File: config.mk
export PLATFORM = sky130hd
export DESIGN_NAME = calc_datapath_flat
export DESIGN_NICKNAME = d
export VERILOG_FILES = /design/src/rtl/calc_pkg.sv /design/src/rtl/calc_if.sv /design/src/rtl/calc_seq_mul.sv /design/src/rtl/calc_datapath.sv /design/src/flat_wrapper.sv
export SDC_FILE = /design/constraint.sdc
export NUM_CORES = 1
export LEC_CHECK = 0
export ABC_AREA = 1
export BUFFER_PORTS_ARGS = -buffer_cell sky130_fd_sc_hd__clkbuf_2
export CORE_MARGIN = 3
export CORE_UTILIZATION = 40
export CTS_CLUSTER_SIZE = 30
export DETAILED_ROUTE_END_ITERATION = 8
export GPL_TIMING_DRIVEN = 0
export SYNTH_ARGS = -nofsm -noshare
export SYNTH_HDL_FRONTEND = slang
export SYNTH_HIERARCHICAL = 1
export SYNTH_SLANG_ARGS = --single-unit
File: constraint.sdc
create_clock -name CLK -period 3.67 [get_ports CLK]
set_input_delay 0.1835 -clock CLK [delete_from_list [all_inputs] [get_ports CLK]]
set_output_delay 0.1835 -clock CLK [all_outputs]
set_load 0.01 [all_outputs]
File: src/rtl/calc_pkg.sv
// Shared definitions for the calculator datapath: op codes, register-file
// index constants and the datapath FSM state encoding.
package calc_pkg;

    // Op select codes driven by the control FSM on MS_in.
    typedef enum logic [2:0] {
        OP_NOP = 3'b000,
        OP_ADD = 3'b001,
        OP_SUB = 3'b010,
        OP_MUL = 3'b011,
        OP_XOR = 3'b100
    } op_e;

    // Register-file index constants; R_NONE disables writes and reads as zero.
    localparam logic [2:0] R_IN1  = 3'd0;
    localparam logic [2:0] R_IN2  = 3'd1;
    localparam logic [2:0] R_RES  = 3'd2;
    localparam logic [2:0] R_NONE = 3'd7;

    // Index 7 is never storage, so only seven physical entries exist.
    localparam int unsigned NUM_REGS = 7;

    typedef enum logic [1:0] {
        StIdle,
        StExec,
        StMul,
        StWb
    } dp_state_e;

    // Codes 101..111 are reserved and never start an operation.
    function automatic logic is_start_op(input logic [2:0] ms);
        return (ms >= 3'b001) && (ms <= 3'b100);
    endfunction

endpackage

File: src/rtl/calc_if.sv
// Control interface between the calculator control FSM (master) and the
// datapath (slave). Optional macro: CALC_OVF_FLAG_EN adds the ovf status line.
interface calc_if #(
    parameter int unsigned WIDTH = 8
);
    logic             WE;
    logic [2:0]       W1;
    logic [2:0]       num_R1;
    logic [2:0]       num_R2;
    logic [2:0]       MS_in;
    logic [WIDTH-1:0] Din;
    logic [WIDTH-1:0] Dout1;
    logic [WIDTH-1:0] Dout2;
    logic [WIDTH-1:0] result;
    logic             busy;
    logic             res_valid;
`ifdef CALC_OVF_FLAG_EN
    logic             ovf;

    modport master (
        output WE, W1, num_R1, num_R2, MS_in, Din,
        input  Dout1, Dout2, result, busy, res_valid, ovf
    );

    modport slave (
        input  WE, W1, num_R1, num_R2, MS_in, Din,
        output Dout1, Dout2, result, busy, res_valid, ovf
    );
`else
    modport master (
        output WE, W1, num_R1, num_R2, MS_in, Din,
        input  Dout1, Dout2, result, busy, res_valid
    );

    modport slave (
        input  WE, W1, num_R1, num_R2, MS_in, Din,
        output Dout1, Dout2, result, busy, res_valid
    );
`endif
endinterface

File: src/rtl/calc_seq_mul.sv
// Sequential shift-add multiplier: WIDTH accumulate steps after the start
// edge. PROD_W is 2*WIDTH when the full product is needed, else WIDTH.
module calc_seq_mul #(
    parameter int unsigned WIDTH  = 8,
    parameter int unsigned PROD_W = 2 * WIDTH
) (
    input  logic              clk_i,
    input  logic              rst_ni,
    input  logic              start_i,
    input  logic [WIDTH-1:0]  a_i,
    input  logic [WIDTH-1:0]  b_i,
    output logic              done_o,     // final step in progress this cycle
    output logic [PROD_W-1:0] product_o   // complete from the edge after done_o
);
    localparam int unsigned CNT_W = $clog2(WIDTH);

    logic [PROD_W-1:0] a_q, a_d;
    logic [PROD_W-1:0] acc_q, acc_d;
    logic [WIDTH-1:0]  b_q, b_d;
    logic [CNT_W-1:0]  cnt_q, cnt_d;
    logic              run_q, run_d;
    logic              last;

    // Next-state: load operands on start, then one partial product per cycle.
    always_comb begin
        a_d   = a_q;
        b_d   = b_q;
        acc_d = acc_q;
        cnt_d = cnt_q;
        run_d = run_q;
        last  = run_q && (cnt_q == CNT_W'(WIDTH - 1));
        if (start_i) begin
            a_d   = PROD_W'(a_i);
            b_d   = b_i;
            acc_d = '0;
            cnt_d = '0;
            run_d = 1'b1;
        end else if (run_q) begin
            if (b_q[cnt_q]) begin
                acc_d = acc_q + (a_q << cnt_q);
            end
            cnt_d = cnt_q + CNT_W'(1);
            if (last) begin
                run_d = 1'b0;
            end
        end
    end

    // Multiplier state registers.
    always_ff @(posedge clk_i or negedge rst_ni) begin
        if (!rst_ni) begin
            a_q   <= '0;
            b_q   <= '0;
            acc_q <= '0;
            cnt_q <= '0;
            run_q <= 1'b0;
        end else begin
            a_q   <= a_d;
            b_q   <= b_d;
            acc_q <= acc_d;
            cnt_q <= cnt_d;
            run_q <= run_d;
        end
    end

    assign done_o    = last;
    assign product_o = acc_q;

endmodule

File: src/rtl/calc_datapath.sv
// Calculator datapath: 7-entry register file (index 7 = none/zero) plus ALU
// with single-cycle ADD/SUB/XOR and WIDTH-cycle MUL, result write-back and
// status outputs. Optional macro: CALC_OVF_FLAG_EN adds the ovf flag.
module calc_datapath
    import calc_pkg::*;
#(
    parameter int unsigned WIDTH = 8
) (
    input  logic CLK,
    input  logic RST_N,
    calc_if.slave bus
);
`ifdef CALC_OVF_FLAG_EN
    localparam int unsigned PROD_W = 2 * WIDTH;
`else
    localparam int unsigned PROD_W = WIDTH;
`endif

    dp_state_e        state_q, state_d;
    op_e              op_q, op_d;
    logic [WIDTH-1:0] a_q, a_d;
    logic [WIDTH-1:0] b_q, b_d;
    logic [2:0]       dst_q, dst_d;
    logic [2:0]       ms_prev_q, ms_prev_d;
    logic [WIDTH-1:0] result_q, result_d;
    logic             busy_q, busy_d;
    logic             res_valid_q, res_valid_d;
    logic [WIDTH-1:0] rf_q [NUM_REGS];
    logic [WIDTH-1:0] rf_d [NUM_REGS];

    logic              start;
    logic              mul_start;
    logic              mul_done;
    logic [PROD_W-1:0] mul_product;
    logic              wb_en;
    logic [WIDTH-1:0]  wb_val;
    logic [WIDTH-1:0]  alu_res;

`ifdef CALC_OVF_FLAG_EN
    logic             ovf_q, ovf_d;
    logic             wb_ovf;
    logic             alu_ovf;
    logic [WIDTH:0]   sum_ext;
`else
    logic [WIDTH-1:0] sum_ext;
`endif

    // Combinational register-file reads; index 7 always reads zero.
    assign bus.Dout1 = (bus.num_R1 == R_NONE) ? '0 : rf_q[bus.num_R1];
    assign bus.Dout2 = (bus.num_R2 == R_NONE) ? '0 : rf_q[bus.num_R2];

    // Rising edge of a valid op code; a held code starts only once.
    assign start = is_start_op(bus.MS_in) && (ms_prev_q == OP_NOP);

    calc_seq_mul #(
        .WIDTH  (WIDTH),
        .PROD_W (PROD_W)
    ) u_mul (
        .clk_i     (CLK),
        .rst_ni    (RST_N),
        .start_i   (mul_start),
        .a_i       (bus.Dout1),
        .b_i       (bus.Dout2),
        .done_o    (mul_done),
        .product_o (mul_product)
    );

    // Single-cycle ALU on the captured operands.
    always_comb begin
        alu_res = '0;
`ifdef CALC_OVF_FLAG_EN
        alu_ovf = 1'b0;
        sum_ext = {1'b0, a_q} + {1'b0, b_q};
`else
        sum_ext = a_q + b_q;
`endif
        case (op_q)
            OP_ADD: begin
                alu_res = sum_ext[WIDTH-1:0];
`ifdef CALC_OVF_FLAG_EN
                alu_ovf = sum_ext[WIDTH];
`endif
            end
            OP_SUB: begin
                alu_res = a_q - b_q;
`ifdef CALC_OVF_FLAG_EN
                alu_ovf = (a_q < b_q);
`endif
            end
            OP_XOR: alu_res = a_q ^ b_q;
            default: alu_res = '0;
        endcase
    end

    // FSM next-state, operand capture and result write-back.
    always_comb begin
        state_d     = state_q;
        op_d        = op_q;
        a_d         = a_q;
        b_d         = b_q;
        dst_d       = dst_q;
        busy_d      = busy_q;
        result_d    = result_q;
        res_valid_d = 1'b0;
        ms_prev_d   = bus.MS_in;
        mul_start   = 1'b0;
        wb_en       = 1'b0;
        wb_val      = alu_res;
`ifdef CALC_OVF_FLAG_EN
        ovf_d       = ovf_q;
        wb_ovf      = alu_ovf;
`endif
        unique case (state_q)
            StIdle: begin
                if (start) begin
                    a_d    = bus.Dout1;
                    b_d    = bus.Dout2;
                    dst_d  = bus.W1;
                    op_d   = op_e'(bus.MS_in);
                    busy_d = 1'b1;
                    if (bus.MS_in == OP_MUL) begin
                        mul_start = 1'b1;
                        state_d   = StMul;
                    end else begin
                        state_d = StExec;
                    end
                end
            end
            StExec: begin
                wb_en = 1'b1;
            end
            StMul: begin
                if (mul_done) begin
                    state_d = StWb;
                end
            end
            StWb: begin
                wb_en  = 1'b1;
                wb_val = mul_product[WIDTH-1:0];
`ifdef CALC_OVF_FLAG_EN
                wb_ovf = |mul_product[PROD_W-1:WIDTH];
`endif
            end
        endcase
        if (wb_en) begin
            result_d    = wb_val;
            res_valid_d = 1'b1;
            busy_d      = 1'b0;
            state_d     = StIdle;
`ifdef CALC_OVF_FLAG_EN
            ovf_d       = wb_ovf;
`endif
        end
    end

    // Register-file next state; write-back is applied last so it wins a conflict.
    always_comb begin
        rf_d = rf_q;
        if (bus.WE && (bus.W1 != R_NONE)) begin
            rf_d[bus.W1] = bus.Din;
        end
        if (wb_en && (dst_q != R_NONE)) begin
            rf_d[dst_q] = wb_val;
        end
    end

    // State registers; reset aborts any op in flight without write-back.
    always_ff @(posedge CLK or negedge RST_N) begin
        if (!RST_N) begin
            state_q     <= StIdle;
            op_q        <= OP_NOP;
            a_q         <= '0;
            b_q         <= '0;
            dst_q       <= '0;
            ms_prev_q   <= '0;
            result_q    <= '0;
            busy_q      <= 1'b0;
            res_valid_q <= 1'b0;
            rf_q        <= '{default: '0};
`ifdef CALC_OVF_FLAG_EN
            ovf_q       <= 1'b0;
`endif
        end else begin
            state_q     <= state_d;
            op_q        <= op_d;
            a_q         <= a_d;
            b_q         <= b_d;
            dst_q       <= dst_d;
            ms_prev_q   <= ms_prev_d;
            result_q    <= result_d;
            busy_q      <= busy_d;
            res_valid_q <= res_valid_d;
            rf_q        <= rf_d;
`ifdef CALC_OVF_FLAG_EN
            ovf_q       <= ovf_d;
`endif
        end
    end

    assign bus.result    = result_q;
    assign bus.busy      = busy_q;
    assign bus.res_valid = res_valid_q;
`ifdef CALC_OVF_FLAG_EN
    assign bus.ovf       = ovf_q;
`endif

endmodule

File: src/flat_wrapper.sv
// flat-port wrapper written by rule: the top's interface ports become plain ports
module calc_datapath_flat import calc_pkg::*;
#(
    parameter int unsigned WIDTH = 8
)
  (CLK, RST_N, bus_WE, bus_W1, bus_num_R1, bus_num_R2, bus_MS_in, bus_Din, bus_Dout1, bus_Dout2, bus_result, bus_busy, bus_res_valid);
  calc_if #(.WIDTH(WIDTH)) bus_i ();
  input  logic CLK;
  input  logic RST_N;
  input wire logic [$bits(bus_i.WE)-1:0] bus_WE;
  input wire logic [$bits(bus_i.W1)-1:0] bus_W1;
  input wire logic [$bits(bus_i.num_R1)-1:0] bus_num_R1;
  input wire logic [$bits(bus_i.num_R2)-1:0] bus_num_R2;
  input wire logic [$bits(bus_i.MS_in)-1:0] bus_MS_in;
  input wire logic [$bits(bus_i.Din)-1:0] bus_Din;
  output wire logic [$bits(bus_i.Dout1)-1:0] bus_Dout1;
  output wire logic [$bits(bus_i.Dout2)-1:0] bus_Dout2;
  output wire logic [$bits(bus_i.result)-1:0] bus_result;
  output wire logic [$bits(bus_i.busy)-1:0] bus_busy;
  output wire logic [$bits(bus_i.res_valid)-1:0] bus_res_valid;
  assign bus_i.WE = bus_WE;
  assign bus_i.W1 = bus_W1;
  assign bus_i.num_R1 = bus_num_R1;
  assign bus_i.num_R2 = bus_num_R2;
  assign bus_i.MS_in = bus_MS_in;
  assign bus_i.Din = bus_Din;
  assign bus_Dout1 = bus_i.Dout1;
  assign bus_Dout2 = bus_i.Dout2;
  assign bus_result = bus_i.result;
  assign bus_busy = bus_i.busy;
  assign bus_res_valid = bus_i.res_valid;
  calc_datapath #(.WIDTH(WIDTH)) u_core (.CLK(CLK), .RST_N(RST_N), .bus(bus_i));
endmodule
Yosys cells after proc, flatten, opt, wreduce, memory -nomap -nowiden
Index checks and enable logic that the tools add are counted.
- ROM bits: 0
- output and inout bits: 26
- latch bits: 0
- memory bits (writable): 0
- input port bits: 23
- bits in registers: 121
- memories kept: 0
- order comparisons: 9
- muxes and demuxes: 41
- add/sub/neg operators: 4
- divide/modulo/power cells: 0
- equality and inequality tests: 14
- shift-type cells: 1
- reduce and logical (&&, ||, !) cells: 19
- multipliers: 0
- bitwise operators: 5
- operators with widths (cell ; number):
    bitwise mux 56 bit ; 2
    2-to-1 mux 56 bit ; 2
    2-to-1 mux 8 bit ; 12
    binary-select mux 8 bit (select 3 bit) ; 2
    demux 8 bit (select 3 bit) ; 2
    case mux 8 bit (3 select lines) ; 1
    adder 8 bit ; 2
    >= comparator 4 bit, second input constant ; 4
    inverter 3 -> 4 bit ; 4
    equality test 3 bit, second input constant ; 4
    2-to-1 mux 1 bit ; 12
    less-than comparator 4 x 1 -> 1 bit, second input constant ; 2
    2-to-1 mux 2 bit ; 4
    nonzero test 2 bit ; 4
    << shifter 8 x 3 -> 8 bit ; 1
    subtractor 8 bit ; 1
    XOR 8 bit ; 1
    logical AND 1 bit ; 7
    equality test 3 x 2 -> 1 bit, second input constant ; 2
    2-to-1 mux 3 bit ; 2
    != test 3 x 1 -> 1 bit, second input constant ; 2
    != test 3 bit, second input constant ; 2
    AND reduction 2 bit ; 3
    equality test 2 bit, second input constant ; 2
    other kinds (13) ; 13

Longest topological paths before layout
- depth after elaboration: 9
- mapped depth: 20
- depth with buffers taken out: 20

Modules after synthesis
The synthesis kept the hierarchy.
- modules (own cells, without submodules) (module ; times used ; sequential area each (um^2) ; cells an instance ; area an instance (um^2)):
    calc_datapath ; 1 ; 2327.2 ; 744 ; 5679.2
    calc_seq_mul ; 1 ; 700.7 ; 226 ; 1754.2

Worst setup path after synthesis
Ideal clock, no wire load.
- path type: reg-to-reg
- start: register u_core.b_q[1]
- end: register u_core/rf_q[15] (netlist name)
- setup slack: 1255 ps
- stages on the path, launching flop included: 20
- arrival time: 2285 ps
- cells stage by stage: dfrtp_1 -> inv_1 -> ha_1 -> inv_1 -> nor3_1 -> inv_1 -> o31ai_1 -> xor2_1 -> inv_1 -> ha_1 -> nand2_1 -> inv_1 -> nand2_1 -> nand2_1 -> a21oi_1 -> nand3_1 -> nand3_2 -> nand2_2 -> nand2_4 -> a21oi_2
- RTL lines (element ; RTL line ; RTL):
    start: declaration ; calc_datapath.sv:22 ; logic [WIDTH-1:0] b_q, b_d;
    start signal: assignment ; calc_datapath.sv:173 ; b_q <= '0;
    start signal: assignment ; calc_datapath.sv:187 ; b_q <= b_d;
    end signal: assignment ; calc_datapath.sv:193 ; rf_q <= rf_d;
    end: declaration ; calc_datapath.sv:28 ; logic [WIDTH-1:0] rf_q [NUM_REGS];

==> flow_metrics.tcl <==
set metrics [dict create \
    outcome "completed" \
    synth_area_um2 7433 \
    place_congestion 0.9495 \
    clockRootBuffer "clkbuf_16" \
    wl_met3_um 1892 \
    drive_above_1_share_pct 15.10 \
    cp.arrival_ns 3.35 \
    post-place-ws_ns 0.7178 \
    cp-end-kind "flop" \
    top_layer "met4" \
    rsz0062_at_grt "no" \
    worst-path-buf-inv 5 \
    maxClockFrequency_mhz 331.7 \
    die_area_um2 20260 \
    yosysTopAreaCell "dfrtp_1" \
    p_per_area_nw_per_um2 781.4 \
    hold_path.class "in2reg" \
    syn_inst 970 \
    insertion_delay_ns 0.42 \
    synth-seq-cells 121 \
    wl_per_cell_um 19.49 \
    clock_sinks 121 \
    finalSetupViolations 0 \
    seq_area_frac_synth_pct 40.73 \
    wl_met1_um 11100 \
    ys_types 47 \
    cts_tree "done" \
    worstPathRequired_ns 4.00 \
    grt_pass1_wl_um 38610 \
    cts_buffers 17 \
    post-route-period-util_pct 82.15 \
    dp_hpwl_um 17740 \
    path_delay_family "simple AND/OR/NAND/NOR gates" \
    cts_setup_buffers 0 \
    clockBufferDepth 2 \
    slowest_stage "nand2_1" \
    drt_iter0_markers 575 \
    portBuffers 46 \
    die_w_um 142.3 \
    firstDrtPassIters 5 \
    start_kind "flop" \
    cap_violations 0 \
    max_stage_delay_ns 0.47 \
    coreArea_um2 18090 \
    num_rows 49 \
    wirelength_um 24980 \
    grt_max_degree 80 \
    post-route-drc-count 0 \
    io_pins 49 \
    chipHeight_um 142.3 \
    yosys_warnings 6 \
    vias_per_cell 5.544 \
    r2r_cells 15 \
    hold_depth 3 \
    cp_num_cells 15 \
    critPathMostFrequentCell "inv_1" \
    start_util_pct 41.10 \
    finalSetupTns_ns 0 \
    vias 7108 \
    h-tree-depth 4 \
    relSlewSlack_pct 29.75 \
    postRouteAntennaNets 0 \
    antenna_cells 0 \
    num-fill-cells 1824 \
    syn_to_final_growth_pct 15.87 \
    period_needed_ns 3.015 \
    async_reset_ff_share_pct 100.0 \
    antenna_found_initial 0 \
    synth.avg_cell_area_um2 7.663 \
    track_usage_pct 25.23 \
    drv_slew 0 \
    synth.net_count 1012 \
    tightest_slew_ns 1.043 \
    crit_fanout 8 \
    gr-total-overflow 0 \
    met2WireLength_um 11210 \
    synth_edf_count 0 \
    fin_worst_skew_ns 0.007898 \
    netlist_top_cells_area "dfrtp_1, nand2_1, o21ai_0, a21oi_1, a211oi_1" \
    finalNetCount 1082 \
    final-hold-violation-count 0 \
    path_clk_slew_ns 0.06 \
    synth_top_area_share_pct 40.73 \
    path_class "reg2reg" \
    leakagePower_uw 0.004099 \
    grt_pass1_vias 6710 \
    ys.flop_type "dfrtp_1" \
    ir_worst_vdd_v 0.0003819 \
    crit_chain "inv_1 -> ha_1 -> inv_1 -> nor3_1 -> inv_1 -> o31ai_1 -> xor2_1 -> inv_1 -> ha_1 -> inv_1 -> nand4_1 -> nand2_1 -> o21ai_0 -> nand2_1 -> a21oi_1" \
    worst_slack_ns 0.6550 \
]
[Yosys cell counts (8+ instances only)]
| library cell | instances |
|---|---|
| o21ai_0 | 94 |
| o21ai_1 | 19 |
| inv_1 | 102 |
| nand3_1 | 35 |
| dfrtp_1 | 121 |
| o21ai_2 | 8 |
| o211ai_1 | 8 |
| a211oi_1 | 56 |
| buf_2 | 19 |
| a32oi_1 | 10 |
| nor2_1 | 84 |
| a21oi_1 | 86 |
| ha_1 | 17 |
| clkbuf_1 | 16 |
| nand2_1 | 204 |
| inv_2 | 9 |
[metal layers]
layer,global-route usage [%],vias to the layer above
met2,38.36,290
met3,5.544,52
met5,0,-
li1,-,3417
met1,35.84,3349
met4,8.504,0
[layout by cell type (no fill, tap or decap), types with 3 or more instances in the layout]
cell,n
inv_1,102
clkbuf_16,17
ha_1,17
nand3_2,6
o211ai_1,8
nand2_1,204
o21ai_2,8
a21oi_1,86
a211oi_1,56
o21ai_0,94
nor2_4,3
clkbuf_1,16
dfrtp_1,121
inv_6,6
xor2_1,7
inv_2,9
dlygate4sd3_1,4
nor2_2,5
or2_2,3
a32oi_1,10
nand4_1,3
buf_4,3
clkinvlp_4,4
nand2_2,5
clkbuf_2,45
xnor2_1,6
nor2_1,84
o21ai_1,19
buf_2,19
a21oi_2,7
nand3_1,35
a22oi_1,3
a2bb2oi_1,3
nor3_1,3
[power breakdown]
part	total, uW	switching, uW	internal [uW]
Sequential	2110	364	1750
Clock	1680	668	1010
Combinational	2940	1910	1030
Total	6730	2940	3790
[worst min-delay path, cell delays in order]
cell and delay (ns):
clkbuf_2 0.15, nand2_1 0.07, o21ai_0 0.06
[flip-flops by register name (all words and copies together), names as in the netlist]
| name | count |
|---|---|
| u_core/a_q | 8 |
| u_core/b_q | 8 |
| u_core/bus.busy | 1 |
| u_core/bus.res_valid | 1 |
| u_core/bus.result | 8 |
| u_core/dst_q | 3 |
| u_core/ms_prev_q | 3 |
| u_core/op_q | 3 |
| u_core/rf_q | 56 |
| u_core/state_q | 2 |
| u_core/u_mul/a_q | 8 |
| u_core/u_mul/b_q | 8 |
| u_core/u_mul/cnt_q | 3 |
| u_core/u_mul/product_o | 8 |
| u_core/u_mul/run_q | 1 |
[cell type report]
class                   count  area (um2)  share of cell area (%)
plain buffers              40       200.2                   2.324
clock buffers              17       425.4                   4.939
clock inverters            15       161.4                   1.874
inverters                 113       426.7                   4.954
multi-input cells         696        3779                   43.87
flip-flops and latches    121        3028                   35.15
well taps                 229       286.5                   3.327
repair buffers             51       306.5                   3.559
[cells by family (layout without fill, tap and decap cells)]
| kind of cell | count (synthesis) | count (layout) | share of synthesized area, % |
|---|---|---|---|
| and+or+nand+nor | 363 | 363 | 21.66 |
| buffers and inverters | 153 | 236 | 8.433 |
| AOI/OAI and AO/OA | 301 | 301 | 24.24 |
| DFF | 121 | 121 | 40.73 |
| xor gates and xnor gates | 13 | 13 | 1.532 |
| adders and majority gates | 19 | 19 | 3.400 |
[what timing repair did]
action / in CTS / in global routing
hold buffers: 4 / 0
hold endpoints to repair: 45 / 0
gates resized for setup: 0 / 0
[through the flow]
step | utilization, % | std cells | hold WS [ns] | instance area (um2) | total power [uW]
CTS | 47.62 | 1282 | 0.05349 | 8613 | 6722
global placement | 43.96 | 1245 | 0.3609 | 7950 | 4962
floorplan | - | 970 | -0.1121 | 7433 | 4075
finish | 47.62 | 1282 | 0.08567 | 8613 | 6730
detailed placement | 44.16 | 1246 | 0.1362 | 7986 | 5021
global route | 47.62 | 1282 | 0.07347 | 8613 | 7212
[path summary, 6_finish.rpt]
kind,endpoint,slack [ns],from
max in group asynchronous,u_core/b_q[5]$_DFFE_PN0P_,2.69,RST_N
worst max-delay path,u_core/rf_q[6]$_DFF_PN0_,0.65,u_core/b_q[0]$_DFFE_PN0P_
worst min-delay path,u_core/dst_q[0]$_DFFE_PN0P_,0.09,bus_W1[0]
worst min register to register,u_core/u_mul/a_q[7]$_DFFE_PN0P_,0.48,u_core/u_mul/a_q[7]$_DFFE_PN0P_
worst max register to register,u_core/rf_q[6]$_DFF_PN0_,0.65,u_core/b_q[0]$_DFFE_PN0P_
min in group asynchronous,u_core/u_mul/product_o[6]$_DFFE_PN0P_,0.24,RST_N
Power figures use the tool's default switching activity.
